$ cat src/rtl/pipe_pkg.sv
// Shared definitions for the 16-bit five-stage pipeline.
// Contents:
//   word_t             16-bit machine word
//   DEFAULT_NOP_INSTR  bubble encoding (opcode 00001)
//   DEFAULT_HALT_OP    opcode value that stops instruction fetch
//   opcode_of()        returns the opcode field, instr[15:11]
//   fetch_state_e      fetch FSM states
package pipe_pkg;

  typedef logic [15:0] word_t;

  localparam word_t      DEFAULT_NOP_INSTR = 16'h0800;
  localparam logic [4:0] DEFAULT_HALT_OP   = 5'b00000;

  localparam int OPC_MSB = 15;
  localparam int OPC_LSB = 11;

  typedef enum logic [1:0] {
    ST_RUN,
    ST_MEM_WAIT,
    ST_HALTED
  } fetch_state_e;

  function automatic logic [4:0] opcode_of(input word_t instr);
    return instr[OPC_MSB:OPC_LSB];
  endfunction

endpackage

$ cat src/rtl/if_id_reg.sv
// IF/ID pipeline register.
// Priority on each edge: flush > hold > load.
// Ports:
//   clk, rst      clock, asynchronous active-high reset
//   flush_i       load a bubble regardless of write_i
//   write_i       0 = hold every field
//   fetch_ok_i    instr_i carries a real fetched word this cycle
//   instr_i       fetched instruction
//   pcplus2_i     PC+2 of instr_i
//   instr_o       registered instruction (bubble when invalid)
//   pcplus2_o     registered PC+2 (zero for bubbles)
//   valid_o       1 = instr_o is a real fetched instruction
module if_id_reg
  import pipe_pkg::*;
#(
  parameter word_t NOP_WORD = DEFAULT_NOP_INSTR
) (
  input  logic  clk,
  input  logic  rst,
  input  logic  flush_i,
  input  logic  write_i,
  input  logic  fetch_ok_i,
  input  word_t instr_i,
  input  word_t pcplus2_i,
  output word_t instr_o,
  output word_t pcplus2_o,
  output logic  valid_o
);

  word_t instr_q, instr_d;
  word_t pcplus2_q, pcplus2_d;
  logic  valid_q, valid_d;

  // NOTE: every signal gets a default at the top of always_comb so that no
  // path leaves it unassigned, which would infer a latch.
  always_comb begin
    instr_d   = instr_q;
    pcplus2_d = pcplus2_q;
    valid_d   = valid_q;
    if (flush_i || (write_i && !fetch_ok_i)) begin
      instr_d   = NOP_WORD;
      pcplus2_d = '0;
      valid_d   = 1'b0;
    end else if (write_i) begin
      instr_d   = instr_i;
      pcplus2_d = pcplus2_i;
      valid_d   = 1'b1;
    end
  end

  // NOTE: state elements use non-blocking assignments so all flops sample
  // their inputs from the same pre-edge values.
  always_ff @(posedge clk or posedge rst) begin
    if (rst) begin
      instr_q   <= NOP_WORD;
      pcplus2_q <= '0;
      valid_q   <= 1'b0;
    end else begin
      instr_q   <= instr_d;
      pcplus2_q <= pcplus2_d;
      valid_q   <= valid_d;
    end
  end

  assign instr_o   = instr_q;
  assign pcplus2_o = pcplus2_q;
  assign valid_o   = valid_q;

endmodule

$ cat src/rtl/fetch_stage.sv
// Fetch stage: PC, single-outstanding instruction-memory request, redirect
// handling, HALT detection and the IF/ID register.
// Ports:
//   clk, rst        clock, asynchronous active-high reset
//   PCWrite         0 = hold PC (redirects ignore it)
//   IF_ID_Write     0 = hold IF/ID
//   IF_ID_Flush     1 = load a bubble into IF/ID
//   redir_valid     redirect from branch resolution; redir_pc is the target
//   imem_req        fetch request (low only while halted)
//   imem_addr       fetch address, always the current PC
//   imem_rdy        imem_data is valid for imem_addr this cycle
//   imem_data       fetched instruction
//   IF_ID_instr, IF_ID_pcplus2, IF_ID_valid   IF/ID register contents
//   halted          fetch stopped on a HALT
//   mem_stall_cnt   saturating count of cycles with imem_req=1, imem_rdy=0
module fetch_stage
  import pipe_pkg::*;
#(
  parameter word_t      RESET_PC  = 16'h0000,
  parameter word_t      NOP_INSTR = DEFAULT_NOP_INSTR,
  parameter logic [4:0] HALT_OP   = DEFAULT_HALT_OP
) (
  input  logic  clk,
  input  logic  rst,
  input  logic  PCWrite,
  input  logic  IF_ID_Write,
  input  logic  IF_ID_Flush,
  input  logic  redir_valid,
  input  word_t redir_pc,
  output logic  imem_req,
  output word_t imem_addr,
  input  logic  imem_rdy,
  input  word_t imem_data,
  output word_t IF_ID_instr,
  output word_t IF_ID_pcplus2,
  output logic  IF_ID_valid,
  output logic  halted,
  output word_t mem_stall_cnt
);

  fetch_state_e state_q, state_d;
  word_t        pc_q, pc_d;
  word_t        stall_cnt_q, stall_cnt_d;
  logic         halted_q;
  logic         fetch_ok;
  word_t        pc_plus2;

  assign pc_plus2 = pc_q + 16'd2;  // wraps FFFE -> 0000
  assign imem_req = (state_q != ST_HALTED);
  assign imem_addr = pc_q;
  assign fetch_ok = imem_req && imem_rdy;

  always_comb begin
    state_d     = state_q;
    pc_d        = pc_q;
    stall_cnt_d = stall_cnt_q;

    if (imem_req && !imem_rdy && (stall_cnt_q != 16'hFFFF))
      stall_cnt_d = stall_cnt_q + 16'd1;

    if (redir_valid) begin
      pc_d    = redir_pc;
      state_d = ST_RUN;
    end else if (state_q != ST_HALTED) begin
      if (imem_rdy) begin
        // A HALT only stops fetch when the PC is allowed to move; a stalled
        // HALT is simply refetched later.
        if ((opcode_of(imem_data) == HALT_OP) && PCWrite) begin
          state_d = ST_HALTED;
        end else begin
          state_d = ST_RUN;
          if (PCWrite) pc_d = pc_plus2;
        end
      end else begin
        state_d = ST_MEM_WAIT;
      end
    end
  end

  always_ff @(posedge clk or posedge rst) begin
    if (rst) begin
      state_q     <= ST_RUN;
      pc_q        <= RESET_PC;
      stall_cnt_q <= '0;
      halted_q    <= 1'b0;
    end else begin
      state_q     <= state_d;
      pc_q        <= pc_d;
      stall_cnt_q <= stall_cnt_d;
      halted_q    <= (state_d == ST_HALTED);
    end
  end

  assign halted        = halted_q;
  assign mem_stall_cnt = stall_cnt_q;

  // A redirect squashes whatever is being fetched, so it flushes IF/ID too.
  if_id_reg #(
    .NOP_WORD (NOP_INSTR)
  ) u_if_id (
    .clk        (clk),
    .rst        (rst),
    .flush_i    (redir_valid || IF_ID_Flush),
    .write_i    (IF_ID_Write),
    .fetch_ok_i (fetch_ok),
    .instr_i    (imem_data),
    .pcplus2_i  (pc_plus2),
    .instr_o    (IF_ID_instr),
    .pcplus2_o  (IF_ID_pcplus2),
    .valid_o    (IF_ID_valid)
  );

endmodule

$ cat config.mk
export PLATFORM = sky130hd
export DESIGN_NAME = fetch_stage
export DESIGN_NICKNAME = d
export VERILOG_FILES = /design/src/rtl/pipe_pkg.sv /design/src/rtl/if_id_reg.sv /design/src/rtl/fetch_stage.sv
export SDC_FILE = /design/constraint.sdc
export NUM_CORES = 1
export LEC_CHECK = 0
export BUFFER_PORTS_ARGS = -buffer_cell sky130_fd_sc_hd__buf_2
export CAP_MARGIN = 20
export CORE_MARGIN = 1
export CORE_UTILIZATION = 50
export CTS_CLUSTER_SIZE = 8
export DETAILED_ROUTE_END_ITERATION = 7
export PLACE_DENSITY = 0.74
export SETUP_SLACK_MARGIN = 0.15
export SYNTH_ARGS = -nofsm -noshare
export SYNTH_HDL_FRONTEND = slang
export SYNTH_HIERARCHICAL = 1
export SYNTH_SLANG_ARGS = --single-unit
$ cat constraint.sdc
create_clock -name clk -period 2.4 [get_ports clk]
set_input_delay 0.48 -clock clk [delete_from_list [all_inputs] [get_ports clk]]
set_output_delay 0.48 -clock clk [all_outputs]
set_load 0.01 [all_outputs]
==> results by group, run 1 <==
STA
  • Worst slew pin tran: between 0.5 and 0.6 ns
  • Worst clock skew: a little under 0.008 ns
  • FMAX: roughly 0.51 GHz
  • Final hold viol count: 0
  • PnR worst setup slack: roughly 0.46 ns
  • Hold WS: roughly 0.23 ns
  • Max_slew headroom: 0.608
  • TNS Setup: 0 ns
  • Unrepaired setup endpoints after global routing: no
  • Fin. max-slew vios: 0
  • Final period util: 0.809
  • Minimum clock period after layout: between 1.5 and 2 ns
  • Final setup fails: 0

Critical path
  • CP endpoint kind: flop
  • Largest stage delay, worst path: approximately 0.63 ns
  • WP buf/inv: 0
  • Critical path fanouts, max: 8
  • Cells along the critical path: nand3_1 > or4_1 > xnor2_1 > nand3_1 > a21oi_1
  • Cell with the largest stage delay on the worst path: or4_1
  • Setup CP Type: reg -> reg
  • Critical path arrival: 2.20 ns
  • CP startpoint kind: flop
  • Delay-heaviest family, CP: simple AND/OR/NAND/NOR gates
  • Most used cell, CP: nand3_1
  • CP required: around 2.7 ns

Cells and area
  • Fillers: around 550
  • Layout area overhead: 21.9%
  • Nets: about 480
  • Layout cells sized above 1: 0.317
  • Post-Layout Cell Count: slightly above 500
  • N_diodes: 0
  • Core Util, Final: 0.646

Die
  • Core footprint: 6490 um^2
  • Initial core utilization: 0.530
  • Die W: roughly 85 um
  • Die Area: approximately 7200 um^2
  • Height of the die: roughly 85 um
  • # rows: 29
  • I/O pin cnt: roughly 110

Clock network
  • PostCTS Resize Cnt: 0
  • Postcts setup bufs: 0
  • Clock-pin slew on the worst setup and hold paths: roughly 0.07 ns
  • Worst skew pair latency: 0.34 ns
  • CTS tree: done
  • Clk root buf: clkbuf_8
  • Clock sinks: 68
  • Longest Clk Path Bufs: 2
  • Total clock buffers created by CTS: 9
  • H-Tree Depth: 3
  • CTS hold repair buffers: 0

Placed design
  • Post-Place Cells: 503
  • DP Wirelength: ~5800 um
  • GPL Wtd Cong: between 0.8 and 0.9
  • Dpl ws: roughly 0.4 ns
  • PortBufs: between 100 and 150

Routing
  • DR WL/cell: 15.7 um
  • Residual DRC: 0
  • DR vias: between 2000 and 3000
  • Vias/cell: roughly 5.6
  • Final ANT Viol Nets: 0
  • Number of DRC markers in iteration 0: 184
  • Drt pass-1 iters: 4
  • Total wire length: about 8200 um

Synthesis
  • Post-synthesis compound-gate area fraction: 0.131
  • Post-Syn Area: between 3000 and 4000 um^2
  • Seq/Total Area, Yosys: 0.495
  • Synth async-reset ratio: 1.00
  • Post-synthesis mux area share: 0.0218
  • Post-synth top area share: 0.487
  • EDFF count, synth: 0
  • Largest family of logic cells by synthesized area: simple AND/OR/NAND/NOR gates
  • Top post-synthesis cells by area: dfrtp_1 (49%), xnor2_1 (4.8%), nand3_1 (4.5%), a32o_1 (4.1%), nand2b_1 (3.3%)
  • Mean post-synth cell area: around 10 um^2
  • Simple-gate share of the synthesized area: 0.230
  • Yosys top cell by area: dfrtp_1
  • Dominant synthesized flop cell: dfrtp_1
  • Ys Warns: 6
  • Number of library cell types mapped by synthesis: 49
  • Xor and xnor area share after synthesis: 0.0661
  • Flops & latches, synth: 68
  • Gate count after technology mapping: roughly 340
  • Post-Synth Adder-Cell Area: 0.00727
  • Syn_nets: around 380

GRT
  • Antenna violations before repair: 0
  • GRT Total Usage: 0.235
  • Largest net degree at the start of global routing: 36
  • Vias in the first global route: between 2000 and 3000
  • First-pass GRT wire length: about 13000 um
  • Grt ovf: 0

Power
  • NetSw: 0.845 mW
  • Switching share of power: 0.290
  • Sequential power share: 0.466
  • Internal cell power: between 2 and 2.5 mW
  • Clock Power Share: 0.349
  • P_leak: around 2 nW
  • Peak VDD IR: 0.467 mV
  • Power density cells: between 600 and 700 nW/um^2
  • Gate power share: 0.184

Hold path
  • HP Class: in -> async

Run
  • Maximum Capacitance Violations: 0

Run status
  • Run status: finished clean
## power groups by stage
stage	Combinational [mW]	Sequential, mW	Clock, mW
after floorplan	0.310	1.40	0
after global placement	0.530	1.37	0
after detailed placement	0.541	1.37	0
after CTS	0.543	1.35	1.04
after global routing	0.586	1.37	1.09
final	0.537	1.36	1.02
## logic make-up (layout without fill, tap and decap cells)
group	Yosys count	count (layout)
multiplexers	7	7
XOR/XNOR	26	26
adder cells (fa/ha/maj)	2	2
buffers and inverters	30	136
AO/OA/AOI/OAI	64	64
AND/OR/NAND/NOR	139	139
flip-flops	68	68
## cell usage in the layout (no fill, tap or decap), types with 3 or more instances in the layout
cell type / synthesis / layout
a21oi_1: 21 / 21
a31oi_1: 10 / 10
a32o_1: 14 / 14
and2_1: 3 / 3
and3_1: 7 / 7
and4_1: 6 / 6
buf_2: 7 / 105
buf_4: 2 / 8
clkbuf_8: 0 / 9
dfrtp_1: 67 / 67
inv_1: 5 / 5
mux2i_1: 3 / 3
nand2_1: 16 / 16
nand2b_1: 18 / 18
nand3_1: 31 / 31
nand4_1: 12 / 12
nor2_1: 20 / 20
nor3_1: 3 / 3
o21ai_1: 6 / 6
o31ai_1: 5 / 5
or3_1: 4 / 4
or4_1: 8 / 8
xnor2_1: 19 / 19
xor2_1: 7 / 7
## state kept, by name, summed over array words and instances (netlist names)
| name | flops |
|---|---|
| u_if_id/pcplus2_o | 16 |
| mem_stall_cnt | 16 |
| imem_addr | 16 |
| halted | 1 |
| u_if_id/instr_o | 16 |
| u_if_id/valid_o | 1 |
| state_q | 2 |
## metrics by stage
step | area, um^2 | power (mW)
2_1_floorplan | 3440 | 1.71
3_3_place_gp | 3980 | 1.90
3_5_place_dp | 3980 | 1.92
4_1_cts | 4200 | 2.94
5_1_grt | 4200 | 3.05
6_report | 4200 | 2.91
## layout make-up
class                   instances  area, um^2  share of cell area
clock buffers                  10         128              0.0304
clock inverters                 6        88.8              0.0212
inverters                       7        26.3             0.00626
multi-input cells             238        1570               0.374
flip-flops and latches         68        1700               0.406
well taps                      77        96.3              0.0230
repair buffers                113         586               0.139
## cells in the mapped netlist (all sizes together) (7+ instances only)
cell type and n:
a21oi 21, a31oi 10, a32o 14, and3 7, buf 15, clkbuf 8
dfrtp 67, inv 7, nand2 17, nand2b 18, nand3 31, nand4 12
nor2 21, o21ai 7, or4 9, xnor2 19, xor2 7
## layer usage
layer  track usage  share of wire
met2         0.368           0.48
met5             0              0
met1         0.320           0.46
met3        0.0447          0.048
met4         0.100          0.016
## worst reg2reg max path: stages, from the launching register on
cell     delay (ns)
dfrtp_1        0.52
nand3_1        0.28
or4_1          0.63
xnor2_1        0.19
nand3_1        0.09
a21oi_1        0.15
## path summary, 6_finish.rpt
kind	slack [ns]	start	depth (start not counted)	end
setup / recovery	0.46	imem_addr[3]	5	u_if_id/pcplus2_o[14]
hold reg to reg	0.49	u_if_id/pcplus2_o[1]	1	u_if_id/pcplus2_o[1]
hold / removal	0.23	rst	3	u_if_id/instr_o[10]
setup reg to reg	0.46	imem_addr[3]	5	u_if_id/pcplus2_o[14]
min in group clk	0.35	redir_pc[4]	3	imem_addr[4]
max in group asynchronous	1.82	rst	3	imem_addr[12]
Note: power is estimated with default switching activity, not from simulation.
==> run 2, diff against run 1 <==
Settings changed: ABC_AREA from default to 1.
Clock period 2.4 ns to 2 ns, I/O delays scaled along.
==> results by group, run 2 <==
Run status
  • Run status: finished clean

Cells and area
  • Layout area overhead: 22.9%
  • Design area: 4430 um^2
  • Commonest non-fill, non-tap cells in the layout: nand2_1 (178), buf_2 (105), dfrtp_1 (67)
  • Core Util, Final: 0.645
  • N_diodes: 0
  • Post-Layout Cell Count: slightly below 700
  • Commonest non-fill, non-tap cell in the layout: nand2_1
  • Layout cells sized above 1: 0.264
  • Nets: between 600 and 700
  • Fillers: between 600 and 700

GRT
  • GRT Total Usage: 0.248
  • Largest net degree at the start of global routing: 36
  • Vias in the first global route: 3017
  • Grt ovf: 0
  • First-pass GRT wire length: 14300 um
  • Antenna violations before repair: 0

Critical path
  • R2R cell count: 9
  • Critical path fanouts, max: 17
  • Worst reg2reg path endpoint: mem_stall_cnt[5]
  • CP required: 2.23 ns
  • CP startpoint kind: flop
  • Reg2reg start: mem_stall_cnt[0]
  • CP Launch Point: mem_stall_cnt[0]
  • Setup CP Type: reg -> reg
  • CP endpoint kind: flop
  • Critical path arrival: between 1.5 and 2 ns
  • R2R setup slack: roughly 0.36 ns

Synthesis
  • Gate count after technology mapping: approximately 470
  • Post-synth top cells: nand2_1 (178), dfrtp_1 (67), inv_1 (64)
  • Seq/Total Area, Yosys: 0.472
  • Cell with the most instances after synthesis: nand2_1
  • EDFF count, synth: 0
  • Number of library cell types mapped by synthesis: 31
  • Ys Warns: 6
  • Top post-synthesis cells by area: dfrtp_1 (46%), nand2_1 (19%), inv_1 (6.7%), o21ai_1 (4.3%), nand3_1 (3.3%)
  • Flops & latches, synth: just under 70
  • Mean post-synth cell area: around 7.6 um^2
  • Syn_nets: 515
  • Dominant synthesized flop cell: dfrtp_1
  • Post-synth top area share: 0.465
  • Synth async-reset ratio: 1.00
  • Post-Syn Area: approximately 3600 um^2
  • Yosys top cell by area: dfrtp_1

Routing
  • Number of DRC markers in iteration 0: between 150 and 200
  • Total wire length: slightly below 9000 um
  • Residual DRC: 0
  • DR WL/cell: around 13 um
  • Drt pass-1 iters: 5
  • Vias/cell: around 4.9
  • Final ANT Viol Nets: 0
  • DR vias: around 3400

STA
  • Max_slew headroom: 0.694
  • FMAX: between 0.6 and 0.7 GHz
  • Minimum clock period after layout: ~1.6 ns
  • Unrepaired setup endpoints after global routing: no
  • PnR worst setup slack: 0.357 ns
  • Final hold viol count: 0
  • TNS Setup: 0 ns
  • Fin. max-slew vios: 0
  • Final setup fails: 0
  • Hold WS: approximately 0.13 ns
  • Final period util: 0.821
  • Worst clock skew: 0.0149 ns
  • Worst slew pin tran: ~0.46 ns

Run
  • Maximum Capacitance Violations: 0

Clock network
  • Clock-pin slew on the worst setup and hold paths: around 0.080 ns
  • Postcts setup bufs: 0
  • Total clock buffers created by CTS: 9
  • Worst skew pair latency: 0.34 ns
  • Longest Clk Path Bufs: 2
  • Clock sinks: between 60 and 70
  • H-Tree Depth: 3
  • Clk root buf: clkbuf_8
  • CTS hold repair buffers: 0
  • CTS tree: done
  • PostCTS Resize Cnt: 0

Power
  • Pwr Total: between 3 and 4 mW
  • Power density cells: 828 nW/um^2
  • P_leak: around 2.5 nW
  • Peak VDD IR: about 0.46 mV

Placed design
  • Placed instance area: between 4000 and 5000 um^2
  • Post-Place Cells: between 600 and 700
  • GPL Wtd Cong: between 0.8 and 0.9
  • PortBufs: between 100 and 150
  • Dpl ws: 0.371 ns
  • DP Wirelength: approximately 6600 um

Die
  • Initial core utilization: 0.525
  • Die Area: between 7000 and 8000 um^2
  • # rows: 30
  • Core footprint: 6870 um^2
  • Height of the die: around 87 um
  • I/O pin cnt: approximately 110
  • Die W: roughly 87 um

Hold path
  • HP Class: in -> async
[run 2: changes by cell type after synthesis, sizes merged, moves of 10 or more]
cell and delta:
nand2 +166, inv +58, o21ai +36, a21oi -18
nand2b -18, xnor2 -18, nor2 +17, a32o -14
a31oi -10
[run 2: worst max-delay path: stages (launching register included)]
cell and delay (ns):
dfrtp_1 0.42, ha_1 0.27, nand3_2 0.13, inv_2 0.08, nand3_2 0.07, nand2_1 0.08
nand2_2 0.09, buf_4 0.22, nand2_1 0.10, o21ai_2 0.06
[run 2: final cells by class]
type                    instances  area, um^2  area share
multi-input cells             326        1530       0.346
repair buffers                114         593       0.134
inverters                      66         249      0.0562
flip-flops and latches         68        1700       0.384
well taps                      96         120      0.0271
clock inverters                 6        95.1      0.0215
clock buffers                  10         138      0.0311
[run 2: cells by family (layout without fill, tap and decap cells)]
family,after synthesis,after routing,share of synthesized area
AOI/OAI and AO/OA,46,46,0.0711
xor gates and xnor gates,13,13,0.0316
adders and majority gates,2,2,0.00694
buffers and inverters,80,196,0.103
DFF,68,68,0.472
muxes,1,1,0.00278
and+or+nand+nor,264,264,0.313
[run 2: layer usage]
layer,GRT usage,wire length [um]
met5,0,0
met4,0.105,150
met3,0.0559,707
met2,0.386,4040
met1,0.334,3900
[run 2: worst max path at each step]
| stage | endpoint | slack, ns | cells past startpoint |
|---|---|---|---|
| finish | mem_stall_cnt[5] | 0.36 | 9 |
| global route | mem_stall_cnt[6] | 0.22 | 9 |
| CTS | mem_stall_cnt[5] | 0.36 | 9 |
| detailed placement | mem_stall_cnt[5] | 0.37 | 9 |
| global placement | mem_stall_cnt[11] | 0.45 | 9 |
| floorplan | mem_stall_cnt[5] | 0.54 | 9 |
[run 2: power by group]
group | switching, mW | internal, mW | total (mW)
Sequential | 0.161 | 1.49 | 1.65
Combinational | 0.431 | 0.273 | 0.704
Clock | 0.564 | 0.749 | 1.31
Total | 1.16 | 2.51 | 3.67
==> run 3, diff against run 2 <==
Settings changed: ABC_AREA 1 to 0.
Clock period 2 ns to 1.6 ns, I/O delays scaled along.
==> results by group, run 3 (synthesis results as in run 1) <==
Die
  • Initial core utilization: 0.530
  • I/O pin cnt: roughly 110
  • Die Area: between 7000 and 8000 um^2
  • Core footprint: ~6500 um^2
  • # rows: 29
  • Height of the die: roughly 85 um
  • Die W: between 80 and 90 um

Critical path
  • CP endpoint kind: flop
  • Critical path fanouts, max: 5
  • Reg2reg start: state_q[1]
  • Cells along the critical path: nor2b_4 > inv_4 > o211ai_4 > buf_6 > or4_4 > a31oi_4
  • CP startpoint kind: flop
  • CP Launch Point: state_q[1]
  • Critical path arrival: 1.86 ns
  • R2R setup slack: -0.002 ns
  • Cell with the largest stage delay on the worst path: or4_4
  • CP required: between 1.5 and 2 ns
  • Crit path capture: imem_addr[13]
  • Worst reg2reg path endpoint: imem_addr[13]
  • Largest stage delay, worst path: between 0.4 and 0.5 ns
  • R2R cell count: 6
  • Setup CP Type: reg -> reg

Clock network
  • Clock-pin slew on the worst setup and hold paths: 0.08 ns
  • Longest Clk Path Bufs: 2
  • Clk root buf: clkbuf_8
  • Clock sinks: 68
  • Total clock buffers created by CTS: 9
  • Worst skew pair latency: 0.34 ns
  • CTS tree: done
  • H-Tree Depth: 3

Cells and area
  • Nets: approximately 550
  • Post-Layout Cell Count: 587
  • Layout area overhead: 47.2%
  • Reg area: between 1500 and 2000 um^2
  • Commonest non-fill, non-tap cells in the layout: buf_2 (101), dfrtp_1 (59), buf_4 (59)
  • Commonest non-fill, non-tap cell in the layout: buf_2
  • Area of the multi-input gates: about 1800 um^2
  • N_diodes: 0
  • Fillers: 433
  • Layout cells sized above 1: 0.512

Placed design
  • Post-Place Cells: about 550
  • PortBufs: between 100 and 150
  • DP Wirelength: roughly 6500 um
  • GPL Wtd Cong: about 0.83

GRT
  • GRT Total Usage: 0.273
  • Grt ovf: 0
  • Antenna violations before repair: 0
  • Largest net degree at the start of global routing: 36
  • First-pass GRT wire length: approximately 15000 um
  • Vias in the first global route: 3198

Routing
  • Drt pass-1 iters: 5
  • Total wire length: around 11000 um
  • DR vias: between 3000 and 4000
  • Number of DRC markers in iteration 0: approximately 180
  • DR WL/cell: roughly 18 um
  • Final ANT Viol Nets: 0
  • Residual DRC: 0
  • Vias/cell: slightly below 6

STA
  • Fin. max-slew vios: 0
  • Max_slew headroom: 0.682
  • TNS Setup: -0.00212 ns
  • Hold WS: between 0.15 and 0.2 ns
  • Unrepaired setup endpoints after global routing: yes
  • FMAX: around 0.62 GHz
  • PnR worst setup slack: -0.00212 ns
  • Final setup fails: 1
  • Final period util: 1.00
  • Worst clock skew: 0.00509 ns
  • Minimum clock period after layout: about 1.6 ns
  • Final hold viol count: 0
  • Worst slew pin tran: between 0.4 and 0.5 ns

Power
  • Peak VDD IR: between 0.9 and 1 mV
  • Power density cells: roughly 990 nW/um^2
  • Pwr Total: 4.99 mW
  • P_leak: ~2.4 nW

Run status
  • Failing checks: negative setup slack
  • Run status: finished with violations

Hold path
  • HP Class: in -> reg
  • WHS Path Cells: 3

Run
  • Maximum Capacitance Violations: 0
## run 3: area by class of cell
type                    count  area share
clock buffers              10      0.0272
well taps                  77      0.0190
flip-flops and latches     68       0.338
inverters                   7     0.00568
multi-input cells         239       0.360
clock inverters             6      0.0173
repair buffers            180       0.233
## run 3: timing repair
item | 4_1_cts | 5_1_grt
buffers inserted | 5 | 18
pin swaps | 28 | 35
gates cloned | 1 | 1
setup endpoints to repair | 26 | 60
hold buffers | 1 | 0
hold endpoints to repair | 9 | 0
gates resized for setup | 17 | 46
## run 3: power by group
part	internal [mW]	switching [mW]
logic	0.703	0.680
registers	1.87	0.125
clock network	0.921	0.699
## run 3: stage by stage
| step | util | setup WS [ns] | area (um^2) |
|---|---|---|---|
| 2_1_floorplan | - | -0.0639 | 3540 |
| 3_3_place_gp | 0.675 | -0.116 | 4380 |
| 3_5_place_dp | 0.675 | -0.169 | 4380 |
| 4_1_cts | 0.728 | 0.0569 | 4730 |
| 5_1_grt | 0.780 | -0.0576 | 5070 |
| 6_report | 0.780 | -0.00212 | 5070 |
## run 3: critical path: cells and delay by family (launching register included)
family,cells,cell delay [ns]
buffers and inverters,2,0.22
DFF,1,0.37
AOI/OAI and AO/OA,2,0.30
and+or+nand+nor,2,0.63
## run 3: per-layer routing
| layer | routed length, um | share of wire | up-vias | GRT usage |
|---|---|---|---|---|
| met5 | 0 | 0 | - | 0 |
| met4 | 330 | 0.031 | 0 | 0.133 |
| met3 | 483 | 0.045 | 26 | 0.0477 |
| met2 | 5460 | 0.51 | 138 | 0.452 |
| met1 | 4380 | 0.41 | 1677 | 0.347 |
| li1 | - | - | 1563 | - |
## run 3: worst min path at each step
stage                                 end          start
detailed placement  u_if_id/pcplus2_o[12]            rst
floorplan                      state_q[0]       imem_rdy
finish                       imem_addr[5]    redir_pc[5]
global route          u_if_id/instr_o[10]  imem_data[10]
global placement    u_if_id/pcplus2_o[12]            rst
CTS                          imem_addr[5]    redir_pc[5]
